### config.mk
export PLATFORM = sky130hd
export DESIGN_NAME = knn_stream_topk
export DESIGN_NICKNAME = d
export VERILOG_FILES = /design/src/rtl/knn_stream_topk.sv
export SDC_FILE = /design/constraint.sdc
export NUM_CORES = 1
export LEC_CHECK = 0
export ABC_AREA = 1
export CAP_MARGIN = 20
export CELL_PAD_IN_SITES_DETAIL_PLACEMENT = 1
export CELL_PAD_IN_SITES_GLOBAL_PLACEMENT = 1
export CORE_MARGIN = 1
export CORE_UTILIZATION = 42
export DETAILED_ROUTE_END_ITERATION = 12
export HOLD_SLACK_MARGIN = 0.03
export PLACE_DENSITY = 0.95
export SLEW_MARGIN = 20
export SYNTH_ARGS = -nofsm -noshare
export SYNTH_HDL_FRONTEND = slang
export SYNTH_SLANG_ARGS = --single-unit
### constraint.sdc
create_clock -name clk -period 6.74 [get_ports clk]
set_input_delay 1.685 -clock clk [delete_from_list [all_inputs] [get_ports clk]]
set_output_delay 1.685 -clock clk [all_outputs]
set_load 0.02 [all_outputs]
### src/rtl/knn_stream_topk.sv
// knn_stream_topk: streaming k-nearest-neighbour selector.
// Keeps a sorted K-entry list of the closest points to a latched query.
module knn_stream_topk #(
    parameter int W       = 32,
    parameter int K       = 2,
    parameter int N       = 4,
    parameter bit SIGNED  = 1'b0,
    parameter bit OUT_SEL = 1'b0,
    localparam int IW     = $clog2(N)
) (
    input  logic            clk,
    input  logic            rst_n,
    input  logic            start,
    input  logic [W-1:0]    query,
    input  logic            pt_valid,
    input  logic [W-1:0]    pt_data,
    output logic            pt_ready,
    output logic            busy,
    output logic            done,
    output logic [W*K-1:0]  o,
    output logic [IW*K-1:0] o_idx
);

    typedef enum logic [1:0] {
        S_IDLE,
        S_RUN,
        S_DONE
    } state_t;

    state_t state_q, state_d;

    logic [W-1:0]  query_q;
    logic [IW-1:0] cnt_q;

    logic [K-1:0]  vld_q;
    logic [W-1:0]  dist_q [K];
    logic [W-1:0]  pt_q   [K];
    logic [IW-1:0] idx_q  [K];

    logic          accept;
    logic          hs;
    logic          last;

    logic [W:0]    a_x;
    logic [W:0]    b_x;
    logic [W:0]    diff;
    logic [W:0]    mag;
    logic [W-1:0]  d_new;

    logic [K-1:0]  le;
    logic [K-1:0]  le_prev;
    logic [K-1:0]  ins;
    logic [K-1:0]  shf;

    logic [K-1:0]  prev_vld;
    logic [W-1:0]  prev_dist [K];
    logic [W-1:0]  prev_pt   [K];
    logic [IW-1:0] prev_idx  [K];

    assign pt_ready = (state_q == S_RUN);
    assign busy     = (state_q == S_RUN);
    assign done     = (state_q == S_DONE);

    assign accept = (state_q == S_IDLE) && start;
    assign hs     = pt_valid && pt_ready;
    assign last   = hs && (cnt_q == IW'(N - 1));

    always_ff @(posedge clk or negedge rst_n) begin
        if (!rst_n) begin
            state_q <= S_IDLE;
        end else begin
            state_q <= state_d;
        end
    end

    always_comb begin
        state_d = state_q;
        case (state_q)
            S_IDLE: if (start) state_d = S_RUN;
            S_RUN:  if (last)  state_d = S_DONE;
            S_DONE: state_d = S_IDLE;
            default: state_d = S_IDLE;
        endcase
    end

    // W+1 bit difference: sign bit selects negation, magnitude always fits W bits
    always_comb begin
        a_x   = SIGNED ? {pt_data[W-1], pt_data} : {1'b0, pt_data};
        b_x   = SIGNED ? {query_q[W-1], query_q} : {1'b0, query_q};
        diff  = a_x - b_x;
        mag   = diff[W] ? (~diff + (W+1)'(1)) : diff;
        d_new = mag[W-1:0];
    end

    // le is a thermometer: valid entries are packed at the front in order
    always_comb begin
        for (int k = 0; k < K; k++) begin
            le[k] = vld_q[k] && (dist_q[k] <= d_new);
        end
    end

    assign le_prev[0]   = 1'b1;
    assign prev_vld[0]  = 1'b0;
    assign prev_dist[0] = '0;
    assign prev_pt[0]   = '0;
    assign prev_idx[0]  = '0;

    for (genvar k = 1; k < K; k++) begin : g_prev
        assign le_prev[k]   = le[k-1];
        assign prev_vld[k]  = vld_q[k-1];
        assign prev_dist[k] = dist_q[k-1];
        assign prev_pt[k]   = pt_q[k-1];
        assign prev_idx[k]  = idx_q[k-1];
    end

    assign ins = ~le & le_prev;
    assign shf = ~le & ~le_prev;

    always_ff @(posedge clk or negedge rst_n) begin
        if (!rst_n) begin
            query_q <= '0;
            cnt_q   <= '0;
        end else if (accept) begin
            query_q <= query;
            cnt_q   <= '0;
        end else if (hs) begin
            cnt_q   <= cnt_q + IW'(1);
        end
    end

    always_ff @(posedge clk or negedge rst_n) begin
        if (!rst_n) begin
            vld_q <= '0;
            for (int k = 0; k < K; k++) begin
                dist_q[k] <= '0;
                pt_q[k]   <= '0;
                idx_q[k]  <= '0;
            end
        end else if (accept) begin
            vld_q <= '0;
        end else if (hs) begin
            for (int k = 0; k < K; k++) begin
                unique case (1'b1)
                    ins[k]: begin
                        vld_q[k]  <= 1'b1;
                        dist_q[k] <= d_new;
                        pt_q[k]   <= pt_data;
                        idx_q[k]  <= cnt_q;
                    end
                    shf[k]: begin
                        vld_q[k]  <= prev_vld[k];
                        dist_q[k] <= prev_dist[k];
                        pt_q[k]   <= prev_pt[k];
                        idx_q[k]  <= prev_idx[k];
                    end
                    default: ;
                endcase
            end
        end
    end

    for (genvar k = 0; k < K; k++) begin : g_out
        assign o[k*W +: W]       = OUT_SEL ? pt_q[k] : dist_q[k];
        assign o_idx[k*IW +: IW] = idx_q[k];
    end

endmodule

==> metrics.md <==
| Metric | Value |
|---|---|
| Crit-path max FO | `11` |
| Worst-Skew Late Latency | `~0.38 ns` |
| Area of the die | `between 20000 and 25000 sq um` |
| Synth Net Count | `about 1.6k` |
| Sequential area share after synthesis | `0.285` |
| CTS H-tree lvls | `3` |
| WL/cell | `approximately 19 um` |
| DRC viols | `0` |
| Clk buf depth | `2` |
| DR vias | `~10k` |
| CP Data Required Time | `approximately 7 ns` |
| Initial antenna violation count | `0` |
| IO buf count | `138` |
| Synth unique cells | `39` |
| Layout net count | `about 1.7k` |
| Min cycle time layout | `6.83 ns` |
| HPWL after detailed placement | `24.5 mm` |
| First-pass GRT wire length | `51.0 mm` |
| # IOs | `139` |
| Most common cell on crit path | `nand2_1` |
| Die X | `~150 um` |
| Clock transition at path regs | `0.09 ns` |
| Most frequent cells in the layout | `nand2_1 (480), inv_1 (213), clkdlybuf4s50_1 (137), nand3_1 (134), dfrtp_1 (106)` |
| Slowest-stage cell, CP | `clkdlybuf4s50_1` |
| Vias/cell | `5.61` |
| Crit path buffers/inverters | `4` |
| DP Worst Slack | `-0.274 ns` |
| Crit end category | `flop` |
| Max-cap viol count | `0` |
| Max stage delay on crit path | `about 0.42 ns` |
| Slew @ Worst Pin | `between 0.9 and 1 ns` |
| Most common cell after layout, fill and taps aside | `nand2_1` |
| Total grt overflow | `0` |
| Root Driver | `clkbuf_16` |
| Final Max Slew Viols | `0` |
| Vias in the first global route | `around 11k` |
| Antenna cell count | `0` |
| Max transition margin | `0.352` |
| Setup Skew | `approximately 0.012 ns` |
| Kind of start point of the critical path | `input port` |
| FMAX | `approximately 150 MHz` |
| CTS tree | `built` |
| Hold-fix buffers, CTS | `0` |
| Crit Path Category | `in -> reg` |
| Starting DRC count in detailed routing | `about 630` |
| DRT Pass-1 Iters | `8` |
| Async SR Flop Fraction | `1.00` |
| Gpl congestion | `about 0.9` |
| Tightest Hold Check Type | `reg -> reg` |
| # setup viols final | `1` |
| TritonCTS Sinks | `around 110` |
| Yosys warning count | `0` |
| Failing checks | `negative setup slack` |
| GR Util All Layers | `0.284` |
| Share of layout cells above drive strength 1 | `0.0860` |
| Prevailing post-synth register cell | `dfrtp_1` |
| Num rows | `54` |
| EDFF count, synth | `0` |
| Total CTS buffers | `9` |
| Synth Register Bits | `106` |
| Syn avg cell area | `6.57 sq um` |
| Crit share post-route | `1.01` |
| Final Hold Fails | `0` |
| Initial core utilization | `0.428` |
| Core Box Area | `21800 sq um` |
| Chip height | `roughly 150 um` |
| Crit path max-delay family | `simple AND/OR/NAND/NOR gates` |
| Final ANT Viol Nets | `0` |
| Largest net degree at the start of global routing | `approximately 70` |
| Area delta synth->final | `26.5%` |
| Synth Instances | `roughly 1.4k` |
| Outcome | `finished with violations` |
| Mapped cell area | `just over 9000 sq um` |
| WL final | `35.5 mm` |
| Setup slack after layout | `-0.0927 ns` |
| Crit path arrival time | `~7.1 ns` |
layer usage:
layer | global-route usage | part of all wire | vias to the layer above
met4 | 0.0970 | 0.041 | 0
li1 | - | - | 4834
met1 | 0.350 | 0.41 | 5074
met2 | 0.508 | 0.50 | 415
met5 | 0 | 0 | -
met3 | 0.0328 | 0.053 | 122
path summary, 6_finish.rpt:
| kind | slack, ns | from | to | cells after the start |
|---|---|---|---|---|
| min | 0.51 | o_idx[2] | o_idx[2] | 2 |
| min in group asynchronous | 1.25 | rst_n | o[25] | 1 |
| max reg2reg | 1.25 | query_q[6] | o[63] | 31 |
| max in group asynchronous | 4.14 | rst_n | query_q[0] | 2 |
| min reg2reg | 0.51 | o_idx[2] | o_idx[2] | 2 |
| max | -0.09 | pt_data[6] | o[63] | 31 |
area by class of cell:
| type | count | area [sq um] |
|---|---|---|
| clock buffer | 10 | 239 |
| sequential | 106 | 2650 |
| clock inverter | 6 | 55.1 |
| tap | 280 | 350 |
| timing repair buffer | 182 | 1850 |
| inverter | 223 | 847 |
| fill | 2882 | 9980 |
| multi-input combinational | 1054 | 5790 |
kinds of logic after synthesis:
group                    after synthesis  synth area share
AND/OR/NAND/NOR                      769             0.351
buffers and inverters                257             0.114
AO/OA/AOI/OAI                        161            0.0954
flip-flops                           106             0.285
adder cells (fa/ha/maj)               93             0.126
XOR/XNOR                              31            0.0292
worst register-to-register path: cells and delay by family (launching register included):
kind / cells / cell delay, ns
xor gates and xnor gates: 1 / 0.15
adders and majority gates: 2 / 0.72
DFF: 1 / 0.34
and+or+nand+nor: 20 / 2.95
buffers and inverters: 4 / 0.46
AOI/OAI and AO/OA: 4 / 0.76
state kept, by name, indices dropped and copies added, names as in the netlist:
name and count:
o 64, o_idx 4, query_q 32, vld_q 2
cnt_q 2, state_q 2
timing repair:
action / 4_1_cts / 5_1_grt
gates resized for setup: 0 / 54
buffers inserted: 0 / 3
endpoints found under the setup margin: 0 / 69
synthesized netlist by cell type, types with 10 or more instances:
cell / n / area, sq um
a21oi_1: 48 / 240
buf_2: 10 / 50.1
clkbuf_1: 10 / 37.5
dfrtp_1: 106 / 2650
ha_1: 92 / 1150
inv_1: 215 / 807
nand2_1: 482 / 1810
nand2_2: 13 / 81.3
nand3_1: 138 / 691
nand4_1: 25 / 156
nor2_1: 80 / 300
nor2_2: 10 / 62.6
o21ai_0: 63 / 315
o21ai_1: 21 / 105
xor2_1: 25 / 219
stage by stage:
| stage | util | TNS (ns) | cell area [sq um] | hold WS [ns] | std cells |
|---|---|---|---|---|---|
| 6_report | 0.541 | -0.0927 | 11800 | 0.515 | 1861 |
| 5_1_grt | 0.541 | -13.68 | 11800 | 0.526 | 1861 |
| 4_1_cts | 0.526 | 0 | 11400 | 0.510 | 1855 |
| 3_5_place_dp | 0.513 | -11.28 | 11200 | 0.485 | 1839 |
| 3_3_place_gp | 0.513 | 0 | 11200 | 0.474 | 1839 |
| 2_1_floorplan | - | 0 | 9310 | 0.453 | 1417 |
Power of run 1 is not shown: default switching activity piles up to over one toggle a cycle in this logic, so the estimate is an artifact.
